**src/rtl/synchronous_fifo_ext.sv**
```systemverilog
// Synchronous FIFO with occupancy count, programmable almost-full/empty
// thresholds, sticky overflow/underflow flags, flush, and optional FWFT read.
module synchronous_fifo_ext #(
    parameter int DATA_WIDTH = 8,
    parameter int DEPTH      = 16,
    parameter int AF_LEVEL   = DEPTH - 2,
    parameter int AE_LEVEL   = 2,
    parameter bit FWFT       = 1'b0
) (
    input  logic                         clk,
    input  logic                         rst_n,
    input  logic                         w_en,
    input  logic                         r_en,
    input  logic                         flush,
    input  logic                         clr_err,
    input  logic [DATA_WIDTH-1:0]        data_in,
    output logic [DATA_WIDTH-1:0]        data_out,
    output logic                         full,
    output logic                         empty,
    output logic                         almost_full,
    output logic                         almost_empty,
    output logic [$clog2(DEPTH):0]       count,
    output logic                         overflow,
    output logic                         underflow
);
    localparam int ADDR_W = $clog2(DEPTH);
    localparam int PTR_W  = ADDR_W + 1;

    logic [DATA_WIDTH-1:0] mem [DEPTH];
    logic [PTR_W-1:0]      wr_ptr;
    logic [PTR_W-1:0]      rd_ptr;
    logic [PTR_W-1:0]      count_q;
    logic [ADDR_W-1:0]     wr_idx;
    logic [ADDR_W-1:0]     rd_idx;
    logic                  wr_ok;
    logic                  rd_ok;

    assign wr_idx = wr_ptr[ADDR_W-1:0];
    assign rd_idx = rd_ptr[ADDR_W-1:0];

    // Status is decoded from the registered count, so qualification below
    // always sees the pre-edge occupancy.
    assign count        = count_q;
    assign full         = (count_q == PTR_W'(DEPTH));
    assign empty        = (count_q == '0);
    assign almost_full  = (count_q >= PTR_W'(AF_LEVEL));
    assign almost_empty = (count_q <= PTR_W'(AE_LEVEL));

    assign wr_ok = w_en & ~full;
    assign rd_ok = r_en & ~empty;

    always_ff @(posedge clk) begin
        if (!rst_n) begin
            wr_ptr  <= '0;
            rd_ptr  <= '0;
            count_q <= '0;
        end else if (flush) begin
            wr_ptr  <= '0;
            rd_ptr  <= '0;
            count_q <= '0;
        end else begin
            if (wr_ok) wr_ptr <= wr_ptr + PTR_W'(1);
            if (rd_ok) rd_ptr <= rd_ptr + PTR_W'(1);
            case ({wr_ok, rd_ok})
                2'b10:   count_q <= count_q + PTR_W'(1);
                2'b01:   count_q <= count_q - PTR_W'(1);
                default: count_q <= count_q;
            endcase
        end
    end

    always_ff @(posedge clk) begin
        if (rst_n && !flush && wr_ok) mem[wr_idx] <= data_in;
    end

    // Set has priority over clear; flush leaves the flags untouched.
    always_ff @(posedge clk) begin
        if (!rst_n) begin
            overflow  <= 1'b0;
            underflow <= 1'b0;
        end else if (!flush) begin
            overflow  <= (w_en & full)  | (overflow  & ~clr_err);
            underflow <= (r_en & empty) | (underflow & ~clr_err);
        end
    end

    generate
        if (FWFT) begin : g_fwft
            assign data_out = mem[rd_idx];
        end else begin : g_std
            logic [DATA_WIDTH-1:0] dout_q;
            always_ff @(posedge clk) begin
                if (!rst_n)              dout_q <= '0;
                else if (!flush && rd_ok) dout_q <= mem[rd_idx];
            end
            assign data_out = dout_q;
        end
    endgenerate
endmodule

```
**config.mk**
```make
export PLATFORM = sky130hd
export DESIGN_NAME = synchronous_fifo_ext
export DESIGN_NICKNAME = d
export VERILOG_FILES = /design/src/rtl/synchronous_fifo_ext.sv
export SDC_FILE = /design/constraint.sdc
export NUM_CORES = 1
export LEC_CHECK = 0
export CORE_ASPECT_RATIO = 0.5
export CORE_MARGIN = 8
export CORE_UTILIZATION = 40
export DETAILED_ROUTE_END_ITERATION = 7
export PLACE_DENSITY_LB_ADDON = 0.3
export SETUP_SLACK_MARGIN = 0.5
export SLEW_MARGIN = 30
export SYNTH_ARGS = -nofsm -noshare
export SYNTH_HDL_FRONTEND = slang
export SYNTH_SLANG_ARGS = --single-unit
```
**constraint.sdc**
```tcl
create_clock -name clk -period 3 [get_ports clk]
set_clock_uncertainty 0.05 [all_clocks]
set_input_delay 0.6 -clock clk [delete_from_list [all_inputs] [get_ports clk]]
set_output_delay 0.6 -clock clk [all_outputs]
set_load 0.01 [all_outputs]
```
# [Yosys cells after proc, flatten, opt, wreduce, memory -nomap -nowiden]
# Memory sizes are Yosys's and may differ from the RTL's. A register that Yosys moved wholly into a read port is not among the register bits.
# Index checks and enable logic that the tools add are counted.
[word_totals] ram_bits=128 mem_count=1 romBits=0 input_bits=14 latchBits=0 register_bits=17 out_inout_bits=19
[op_classes] multipliers=0 order_cmp=2 n_mux=3 n_bitwise=12 shift=0 div=0 reduce_logical=8 n_eq_ne=3 n_addsub=4
[memory_table] memory="mem" words=16 word_bits=8 rd=1 rd_clocked_by_memory_dff=1 write_ports=1 line="29" rtl="logic [DATA_WIDTH-1:0] mem [DEPTH];"
[ops] op="$add 5x1->5 const B" n=3
[ops] op="$pmux 5 s2" n=1
[ops] op="$and 1x1->1" n=6
[ops] op="$eq 5x5->1 const B" n=1
[ops] op="$ge 5x4->1 const B" n=1
[ops] op="$le 5x2->1 const B" n=1
[ops] op="$logic_not 5->1" n=1
[ops] op="$sub 5x1->5 const B" n=1
[ops] op="$not 1->1" n=4
[ops] op="$logic_and 1x1->1" n=3
[ops] op="$eq 2x1->1 const B" n=1
[ops] op="$eq 2x2->1 const B" n=1
[ops] op="$logic_not 1->1" n=2
[ops] op="$mux 1" n=2
[ops] op="$or 1x1->1" n=2
[ops] op="$reduce_bool 2->1" n=1
[ops] op="$reduce_or 2->1" n=1

# [Depth between registers and ports, before layout]
[logic_depth] ltp_word=6 mapped_depth=13 ltp_nobuf=10

# [Worst setup path before layout]
# OpenSTA, ideal clock, no wires.
[synth_path] path_kind="register -> register" start="register count_q[1] (netlist: count[1])" end="register count_q[2] (netlist: count[2])" t_arrival_ps=2836 slack_ps=44 synth_period_minus_slack_ps=2956 path_stages_with_launch=14 required_time_ps=2880 cell_sequence="dfxtp_1 > buf_2 > or3_1 > buf_2 > o21ai_0 > inv_1 > ha_1 > clkbuf_1 > xor2_1 > ha_1 > a21oi_1 > xor2_1 > or3_1 > a21oi_1"
[synth_via] elab_chain_len=5
[synth_rtl] element="from (decl)" line="32" rtl="logic [PTR_W-1:0] count_q;"
[synth_rtl] element="from (signal assigned)" line="65" rtl="2'b10: count_q <= count_q + PTR_W'(1);"
[synth_rtl] element="from (signal assigned)" line="66" rtl="2'b01: count_q <= count_q - PTR_W'(1);"
[synth_rtl] element="from (signal assigned)" line="67" rtl="default: count_q <= count_q;"
[synth_rtl] element="$logic_not 5->1 (*)" line="45" rtl="assign empty = (count_q == '0);"
[synth_rtl] element="$not 1->1 (*)" line="50" rtl="assign rd_ok = r_en & ~empty;"
[synth_rtl] element="$and 1x1->1 (*)" line="50"
[synth_rtl] element="named net rd_ok" line="36" rtl="logic rd_ok;"
[synth_rtl] element="$eq 2x1->1 / $eq 2x2->1 (equally long branches)" line="64" rtl="case ({wr_ok, rd_ok})"
[synth_rtl] element="$pmux 5 s2 / $reduce_bool 2->1 (equally long branches)"
# Mark *: on every way through the listed nets, which the timed path passes. The rest lies on a longest branch.
# A chain may end at the register's enable or synchronous reset.

# [Worst setup path in the final report]
[layout_path] start="register count_q[3] (netlist: count[3])" end="register count_q[4] (netlist: count[4])"
[layout_via] elab_chain_len=5
[layout_rtl] element="$eq 5x5->1 / $logic_not 5->1 (equally long branches)" line="44, 45"
[layout_rtl] element="$not 1->1 (on tied branches)" line="49, 50"
[layout_rtl] element="$and 1x1->1 (on tied branches)" line="49, 50"
[layout_rtl] element="$eq 2x1->1 / $eq 2x2->1 (equally long branches)" line="64"
[layout_rtl] element="$pmux 5 s2 / $reduce_bool 2->1 (equally long branches)"
# Several ways; a longest one is shown, not always the timed one.

==> summary.md <==
| Metric | Value |
|---|---|
| Leak | `2.44 nW` |
| CP Capture Type | `flop` |
| Yosys Warn Count | `0` |
| Crit path max fanout | `6` |
| Pint | `0.00359 W` |
| Comb power frac | `3.9%` |
| Hold path depth | `1` |
| CTS tree | `yes` |
| Area leader, netlist | `edfxtp_1` |
| Die area | `0.0198 mm2` |
| Net Switching | `0.000916 W` |
| Multi-input gate area | `0.00176 mm2` |
| Number of synthesized flops with an enable pin | `128` |
| Global-route wire length before repair | `19.3 mm` |
| Min-delay worst type | `reg -> reg` |
| Filler cell count | `1216` |
| CTS H-tree depth | `4` |
| Worst-margin pin slew | `0.818 ns` |
| Worst-case reg-to-reg path depth | `10` |
| Post-route ant nets | `0` |
| Crit path kind | `reg -> reg` |
| Avg Inst Size Synth | `17.9 um2` |
| Sequential share of power | `50.9%` |
| Final number of setup-violating endpoints | `0` |
| Ys async rst share | `0%` |
| Power Total | `0.00451 W` |
| Rows | `32` |
| Final Cycle Share | `81.4%` |
| Clock transition at the registers of the reported paths | `0.06 ns` |
| Register area share after synthesis | `70.2%` |
| Placement Setup Slack | `0.239 ns` |
| CP peak stage delay | `0.44 ns` |
| Critical Path AT | `2.74 ns` |
| Layout cells sized above 1 | `26.0%` |
| CTS root buf | `clkbuf_16` |
| Final hold vios | `0` |
| Vias in the first global route | `3396` |
| Final core occ | `49.2%` |
| Clk_lat worst skew | `0.42 ns` |
| Critical path, cell by cell | `or3_4, o21a_4, inv_4, ha_4, xor2_1, ha_2, a21oi_2, nand4bb_1, a31oi_2, mux2i_1` |
| Syn nets | `364` |
| Post-route DRC | `0` |
| Die Ht | `104 um` |
| Worst R2R Start | `count[3]$_SDFFE_PP0P_` |
| Slew Limit Fails | `0` |
| Post-Route WL | `12.4 mm` |
| Unrepaired setup endpoints after global routing | `no` |
| TritonCTS buffer count | `17` |
| GRT overflow | `0` |
| Required time of the critical path | `3.30 ns` |
| Status | `finished clean` |
| GPL Wtd Cong | `0.747` |
| PwrDens | `604 mW/mm2` |
| CP Launch Type | `flop` |
| Critical path's top delay family | `simple AND/OR/NAND/NOR gates` |
| Final HPWL DP | `8.10 mm` |
| Sw Ratio | `20.3%` |
| Most frequent cell after synthesis | `edfxtp_1` |
| Reg2reg end | `count[4]$_SDFFE_PP0P_` |
| IR drop worst, VDD | `0.326 mV` |
| Initial Util | `40.4%` |
| Synth-to-Final Area Change | `21.9%` |
| WL per Instance | `19.9 um` |
| Vias per cell | `5.19` |
| Synth unique cells | `40` |
| Die width | `191 um` |
| Area fraction of the dominant cell type after synthesis | `62.7%` |
| Cell count after synthesis | `342` |
| Port buffer count | `32` |
| Synth top area cells | `edfxtp_1, mux4_2, dfxtp_1` |
| Floorplan core area | `0.0152 mm2` |
| R2r setup slk | `0.56 ns` |
| Hold endpoint | `data_out[7]$_SDFFE_PN0P_` |
| ANT cells | `0` |
| Clock sink total | `151` |
| Final net count | `428` |
| Register area | `0.00431 mm2` |
| Vias | `3231` |
| Drt pass-1 iters | `4` |
| CP Buf/Inv Count | `1` |
| Total track usage | `13.1%` |
| CTS Buffer Depth | `2` |
| Tmin final | `2.44 ns` |
| Final WS setup | `0.557 ns` |
| Syn Std Cell Area | `0.00613 mm2` |
| CP max stage cell | `or3_4` |
| Post-CTS Hold Fix Bufs | `0` |
| Clock network power share | `45.2%` |
| Synth Register Bits | `151` |
| Hold Slack | `0.462 ns` |
| Max-cap violation count | `0` |
| Hold path start | `data_out[7]$_SDFFE_PN0P_` |
| Main flop type after synthesis | `edfxtp_1` |
| Initial antenna violation count | `0` |
| Relative slew margins | `45.2%` |
| TNS Setup | `0 ns` |
| IO Count | `33` |
| Synth top cells by count | `edfxtp_1, nor2_1, mux4_2` |
| Initial DRC count | `246` |
| Max Clk Rate | `0.409 GHz` |
| Largest net degree at the start of global routing | `33` |
layer usage:
metal | wire length (um) | share of wire, % | GRT usage [%] | vias up
met2 | 5740 | 46 | 19.6 | 102
li1 | - | - | - | 1488
met4 | 83 | 0.67 | 4.19 | 0
met1 | 5640 | 45 | 17.5 | 1633
met3 | 928 | 7.5 | 4.42 | 8
met5 | 0 | 0 | 0 | -
state kept, by name, indices dropped and copies added, names as in the netlist:
register / cells
mem: 128
wr_ptr: 4
count: 5
underflow: 1
rd_ptr: 4
data_out: 8
overflow: 1
worst max path at each step:
stage                                startpoint                    end  slack (ns)  depth (start not counted)
after floorplan           count[1]$_SDFFE_PP0P_  count[2]$_SDFFE_PP0P_        0.48                         13
after global placement                     w_en  count[2]$_SDFFE_PP0P_        0.28                         10
after detailed placement                   w_en  count[2]$_SDFFE_PP0P_        0.24                         10
after CTS                 count[0]$_SDFFE_PP0P_  count[4]$_SDFFE_PP0P_        0.52                         10
after global routing      count[0]$_SDFFE_PP0P_  count[4]$_SDFFE_PP0P_        0.51                         10
final                     count[3]$_SDFFE_PP0P_  count[4]$_SDFFE_PP0P_        0.56                         10
kinds of logic (layout without fill, tap and decap cells):
logic type | after synthesis | count (layout) | share of synthesized area (%)
flip-flops | 151 | 151 | 70.2
AND/OR/NAND/NOR | 68 | 68 | 5.19
multiplexers | 52 | 52 | 15.7
AO/OA/AOI/OAI | 30 | 30 | 3.86
buffers and inverters | 23 | 100 | 1.94
XOR/XNOR | 10 | 10 | 1.43
adder cells (fa/ha/maj) | 8 | 8 | 1.63
cells in the final DEF (no fill, tap or decap), types with 4 or more instances in the layout:
cell type	count
mux4_1	8
edfxtp_1	128
a221o_1	8
dfxtp_1	19
nor2_1	38
xor2_1	8
ha_1	6
buf_4	30
mux2i_1	11
inv_1	4
o211ai_1	4
inv_6	4
mux2_2	9
clkdlybuf4s50_1	29
clkbuf_16	17
nand2_1	9
mux4_2	24
nor2b_1	4
power by group through the flow:
stage	clock network [W]	logic [W]	registers [W]
2_1_floorplan	0	0.0000853	0.00234
3_3_place_gp	0	0.000154	0.00234
3_5_place_dp	0	0.000162	0.00234
4_1_cts	0.00209	0.000167	0.00230
5_1_grt	0.00218	0.000189	0.00230
6_report	0.00204	0.000174	0.00230
per-stage QoR:
| step | cells | instance area [um2] |
|---|---|---|
| finish | 623 | 7470 |
| global route | 623 | 7470 |
| CTS | 617 | 7390 |
| detailed placement | 583 | 6800 |
| global placement | 583 | 6800 |
| floorplan | 342 | 6190 |
what timing repair did:
item                                    4_1_cts  5_1_grt
setup buffers                                 2        6
pin swaps                                     2        7
gates resized for setup                       6        8
endpoints found under the hold margin         0        0
endpoints found under the setup margin        6        3
area by class of cell:
class	count	share of cell area, %
sequential	151	57.8
multi-input combinational	168	23.5
timing repair buffer	62	7.26
clock buffer	18	5.75
tap	204	3.42
clock inverter	14	1.96
inverter	6	0.335
(Power assumes the default switching activity.)
